### src/rtl/stream_responder.sv
// Responder end of a valid/ready beat stream: programmable backpressure on
// s_ready, a first-word-fall-through capture FIFO, and packet/beat statistics.
module stream_responder #(
    parameter int          DATA_WIDTH = 8,
    parameter int          FIFO_DEPTH = 16,
    parameter logic [15:0] LFSR_SEED  = 16'hACE1
) (
    input  logic                          clk,
    input  logic                          rst,
    input  logic                          s_valid,
    output logic                          s_ready,
    input  logic [DATA_WIDTH-1:0]         s_data,
    input  logic                          s_last,
    input  logic [1:0]                    bp_mode,
    input  logic [7:0]                    bp_period,
    input  logic                          rd_en,
    output logic                          rd_valid,
    output logic [DATA_WIDTH-1:0]         rd_data,
    output logic                          rd_last,
    output logic [$clog2(FIFO_DEPTH):0]   fifo_count,
    output logic [31:0]                   beat_count,
    output logic [31:0]                   pkt_count,
    output logic [15:0]                   last_pkt_len,
    output logic                          underflow
);

    localparam int          AW   = $clog2(FIFO_DEPTH);
    localparam int          CW   = AW + 1;
    localparam logic [15:0] SEED = (LFSR_SEED == 16'h0000) ? 16'hACE1 : LFSR_SEED;

    typedef enum logic {
        IDLE,
        IN_PKT
    } pkt_state_t;

    logic [1:0]            bp_mode_q;
    logic [7:0]            bp_period_q;
    logic [7:0]            period_cnt;
    logic [15:0]           lfsr;
    logic                  bp_allow;
    logic                  full;
    logic                  push;
    logic                  pop;

    logic [DATA_WIDTH:0]   mem [FIFO_DEPTH];
    logic [AW-1:0]         wr_ptr;
    logic [AW-1:0]         rd_ptr;
    logic [DATA_WIDTH:0]   head;

    pkt_state_t            state, state_next;
    logic [15:0]           len, len_next, len_inc;
    logic [31:0]           beat_next, pkt_next;
    logic [15:0]           last_len_next;

    // Backpressure controls are registered so s_ready never sees input
    // combinational paths; mode resets to "never" so s_ready is 0 out of reset.
    always_ff @(posedge clk) begin
        if (rst) begin
            bp_mode_q   <= 2'd1;
            bp_period_q <= 8'd0;
            period_cnt  <= 8'd0;
            lfsr        <= SEED;
        end else begin
            bp_mode_q   <= bp_mode;
            bp_period_q <= bp_period;
            lfsr        <= {lfsr[0] ^ lfsr[2] ^ lfsr[3] ^ lfsr[5], lfsr[15:1]};
            if ((bp_period != bp_period_q) || (period_cnt >= bp_period_q))
                period_cnt <= 8'd0;
            else
                period_cnt <= period_cnt + 8'd1;
        end
    end

    // Select the backpressure source for the current cycle.
    always_comb begin
        bp_allow = 1'b0;
        case (bp_mode_q)
            2'd0:    bp_allow = 1'b1;
            2'd1:    bp_allow = 1'b0;
            2'd2:    bp_allow = lfsr[0];
            default: bp_allow = (period_cnt == 8'd0);
        endcase
    end

    assign full     = (fifo_count == CW'(FIFO_DEPTH));
    assign s_ready  = bp_allow && !full;
    assign push     = s_valid && s_ready;
    assign rd_valid = (fifo_count != '0);
    assign pop      = rd_en && rd_valid;
    assign head     = mem[rd_ptr];
    assign rd_data  = rd_valid ? head[DATA_WIDTH-1:0] : '0;
    assign rd_last  = rd_valid ? head[DATA_WIDTH] : 1'b0;

    // FIFO storage carries the last flag alongside the payload.
    always_ff @(posedge clk) begin
        if (push)
            mem[wr_ptr] <= {s_last, s_data};
    end

    // FIFO pointers, occupancy and the sticky underflow flag.
    always_ff @(posedge clk) begin
        if (rst) begin
            wr_ptr     <= '0;
            rd_ptr     <= '0;
            fifo_count <= '0;
            underflow  <= 1'b0;
        end else begin
            if (push)
                wr_ptr <= wr_ptr + AW'(1);
            if (pop)
                rd_ptr <= rd_ptr + AW'(1);
            case ({push, pop})
                2'b10:   fifo_count <= fifo_count + CW'(1);
                2'b01:   fifo_count <= fifo_count - CW'(1);
                default: fifo_count <= fifo_count;
            endcase
            if (rd_en && !rd_valid)
                underflow <= 1'b1;
        end
    end

    // Packet framing state and statistics registers.
    always_ff @(posedge clk) begin
        if (rst) begin
            state        <= IDLE;
            len          <= 16'd0;
            beat_count   <= 32'd0;
            pkt_count    <= 32'd0;
            last_pkt_len <= 16'd0;
        end else begin
            state        <= state_next;
            len          <= len_next;
            beat_count   <= beat_next;
            pkt_count    <= pkt_next;
            last_pkt_len <= last_len_next;
        end
    end

    // Framing next-state: the length counter saturates rather than wrapping.
    always_comb begin
        state_next    = state;
        len_next      = len;
        beat_next     = beat_count;
        pkt_next      = pkt_count;
        last_len_next = last_pkt_len;
        len_inc       = (len == 16'hFFFF) ? len : len + 16'd1;
        if (push) begin
            beat_next = beat_count + 32'd1;
            if (s_last) begin
                pkt_next      = pkt_count + 32'd1;
                last_len_next = (state == IN_PKT) ? len_inc : 16'd1;
                len_next      = 16'd0;
                state_next    = IDLE;
            end else begin
                len_next   = (state == IN_PKT) ? len_inc : 16'd1;
                state_next = IN_PKT;
            end
        end
    end

endmodule
### config.mk
export PLATFORM = sky130hd
export DESIGN_NAME = stream_responder
export DESIGN_NICKNAME = d
export VERILOG_FILES = /design/src/rtl/stream_responder.sv
export SDC_FILE = /design/constraint.sdc
export NUM_CORES = 1
export LEC_CHECK = 0
export ABC_AREA = 1
export CAP_MARGIN = 5
export CORE_UTILIZATION = 52
export CTS_CLUSTER_DIAMETER = 100
export CTS_CLUSTER_SIZE = 40
export DETAILED_ROUTE_END_ITERATION = 10
export PLACE_DENSITY = 0.79
export RECOVER_POWER = 50
export SYNTH_ARGS = -nofsm -noshare
export SYNTH_HDL_FRONTEND = slang
export SYNTH_SLANG_ARGS = --single-unit
### constraint.sdc
create_clock -name clk -period 2.3 [get_ports clk]
set_input_delay 0.575 -clock clk [delete_from_list [all_inputs] [get_ports clk]]
set_output_delay 0.575 -clock clk [all_outputs]
set_load 0.02 [all_outputs]
==> flow_summary_export.csv <==
group,metric,value,unit
run_status,outcome,"complete, but fails checks",
run_status,violations,"capacitance limit, slew limit, setup timing",
worst_setup_path,criticalPathCategory,"flop to primary output",
clock_network,cts_tree,"built",
route,wirelength,35.6,mm
die,rows,58,
worst_setup_path,r2r-start,"period_cnt[0]",
worst_setup_path,r2r_setup_slack,-90,ps
min_path,holdPathEnd,"lfsr[9]",
clock_network,htreeDepth,1,
synthesis,ys_async_sr_fraction,0,%
clock_network,holdBufCountCts,0,
cells_and_area,antennaDiodeCount,0,
route,routedWlPerCell,16.4,um
synthesis,ys_warn_count,0,
route,vias_per_cell,5.44,
cells_and_area,final_cells,2166,
synthesis,ys_ff_latch,293,
synthesis,synth.distinct_cells,32,
worst_setup_path,reg2reg_depth,14,
timing,relSlewSlack,-37.6,%
pwr,powerDensity,774,mW/mm^2
synthesis,synthCells,1665,
clock_network,clock_path_buffers,3,
global_routing,grt_use_total,25.8,%
global_routing,overflow,0,
route,postRouteAntennaNets,0,
synthesis,synthAdderAreaFrac,2.02,%
clock_network,worst_skew_pair.late_latency,510,ps
pwr,p_leak,0.00606,uW
synthesis,synth_top_area_share,31.8,%
synthesis,synthMuxAreaShare,0,%
min_path,min_from,"lfsr[10]",
timing,max_freq,377,MHz
global_routing,grt_max_degree,101,
pwr,power.total,12800,uW
global_routing,grt_pass1_wl,55.0,mm
synthesis,synthFlopType,"dfxtp_1",
synthesis,synth_top_family_by_area,"simple AND/OR/NAND/NOR gates",
worst_setup_path,reg2reg_to,"pkt_count[4]",
timing,setup_tns,-5210,ps
run,maxCapViolCount,1,
global_routing,grt_pass1_vias,11000,
timing,hold_viol_final,0,
synthesis,synth-xor-area-share,2.83,%
timing,tightest_slew,2060,ps
die,die_w,164,um
timing,clock_skew,36.8,ps
cells_and_area,drive_above_1_share,11.7,%
placed_design,dp_hpwl,24.0,mm
synthesis,yosysTopAreaCell,"edfxtp_1",
timing,setup_viol,48,
timing,period_share,115,%
die,core_region_area,0.0254,mm^2
cells_and_area,syn2layout_area_growth,21.8,%
worst_setup_path,cp-start-kind,"flop",
placed_design,portBuffers,119,
synthesis,ys_seq_area_share,53.7,%
worst_setup_path,crit_fanout,6,
worst_setup_path,arrival,2080,ps
synthesis,avgSynthCellArea,8.17,um^2
timing,drv_slew,101,
pwr,peakVddDrop,0.915,mV
cells_and_area,nets,1875,
synthesis,yosysMostFrequentCell,"nand2_1",
min_path,holdCritPathClass,"flop to flop",
route,vias,11800,
die,die_h,164,um
synthesis,synthSimpleGateAreaFrac,27.8,%
clock_network,cts_buffers,13,
route,drt_iter0_markers,1014,
synthesis,synth_compound_area_share,8.80,%
cells_and_area,post-route-util,65.2,%
placed_design,routabilityCongestion,0.936,
min_path,holdPathStages,2,
worst_setup_path,crit_path_end_kind,"primary output",
worst_setup_path,required,1730,ps
placed_design,numPlacedInstances,2131,
synthesis,syn_area,0.0136,mm^2
timing,setup_ws,-350,ps
clock_network,cts_num_sinks,293,
synthesis,synth_edf_count,144,
die,fp.dieArea,0.0268,mm^2
route,route.detailed.drc,0,
clock_network,cts-root-buf,"clkbuf_16",
synthesis,synth_common_cells,"nand2_1, nor2_1, dfxtp_1",
synthesis,synth.area.top_cells,"edfxtp_1, dfxtp_1, nand2_1",
die,initial_core_util,53.5,%
timing,whs,412,ps
clock_network,clk_pin_slew,140,ps
timing,rsz0062_at_grt,"yes",
global_routing,antenna_found_initial,0,
route,first_pass_iters,5,
die,num_io_pins,120,
synthesis,synth_nets,1710,
timing,period_minus_slack,2650,ps
## power breakdown
| part | switching, uW | internal (uW) |
|---|---|---|
| combinational | 2370 | 1720 |
| clock | 1800 | 1170 |
| sequential | 141 | 5620 |
## cell usage in the layout, fill, tap and decap left out, drive strengths merged
cell and n:
clkdlybuf4s50 80, xnor2 12, edfxtp 144, nand3 84
a21oi 128, o31ai 9, dfxtp 149, nor2 288
nand2 498, inv 104, nand3b 25, dlygate4sd3 25
o21bai 1, clkinv 6, nand4 7, buf 89
o211ai 9, and3 1, clkbuf 31, nor3 6
or2 9, o21ai 67, xor2 32, o221ai 9
nor3b 1, ha 22
## timing repair
action	4_1_cts	5_1_grt
pin swaps	19	44
setup endpoints to repair	12	196
cloned	3	7
buffers inserted	2	4
gates resized for setup	88	83
## routing by layer
layer	GRT usage (%)	vias to the layer above	share of wire, %
li1	-	5769	-
met4	9.68	0	3.8
met1	33.8	5479	42
met5	0	-	0
met3	3.03	90	6.8
met2	43.9	453	47
## final cells by class
| class | count | area (um^2) |
|---|---|---|
| well taps | 330 | 413 |
| clock inverters | 6 | 124 |
| clock buffers | 15 | 333 |
| fillers | 2124 | 8830 |
| inverters | 104 | 408 |
| repair buffers | 210 | 2080 |
| flip-flops and latches | 293 | 7320 |
| multi-input cells | 1208 | 5890 |
## registers in the layout, summed over array words and instances, names as in the netlist, 5 cells and up, named ones only
name and cells:
mem 144, lfsr 16, beat_count 32, last_pkt_len 16
len 16, pkt_count 32, bp_period_q 8, fifo_count 5
period_cnt 8
## worst max-delay path by stage
stage	to	slack [ps]	cells after the start
global route	rd_data[7]	-420	9
finish	rd_data[4]	-350	8
global placement	fifo_count[4]	-230	13
floorplan	fifo_count[4]	-4	18
detailed placement	rd_data[4]	-270	8
CTS	rd_data[4]	-320	7
## critical path, cell delays in order (launching register included)
cell and delay [ps]:
dfxtp_4 480, clkinv_8 110, clkbuf_16 180, clkbuf_16 160, nand2_4 50, a21oi_2 50
o31ai_2 270, a21oi_2 100, buf_4 160
## cells by family (layout without fill, tap and decap cells)
logic type,after synthesis,count (layout)
AO/OA/AOI/OAI,223,223
flip-flops,293,293
XOR/XNOR,44,44
adder cells (fa/ha/maj),22,22
AND/OR/NAND/NOR,919,919
buffers and inverters,164,335
## metrics by stage
step | instance area [um^2] | worst slack [ps]
global route | 16600 | -422
global placement | 15700 | -231
finish | 16600 | -350
detailed placement | 15700 | -266
floorplan | 13600 | -3.82
CTS | 16300 | -318
Note: power is estimated with default switching activity, not from simulation.
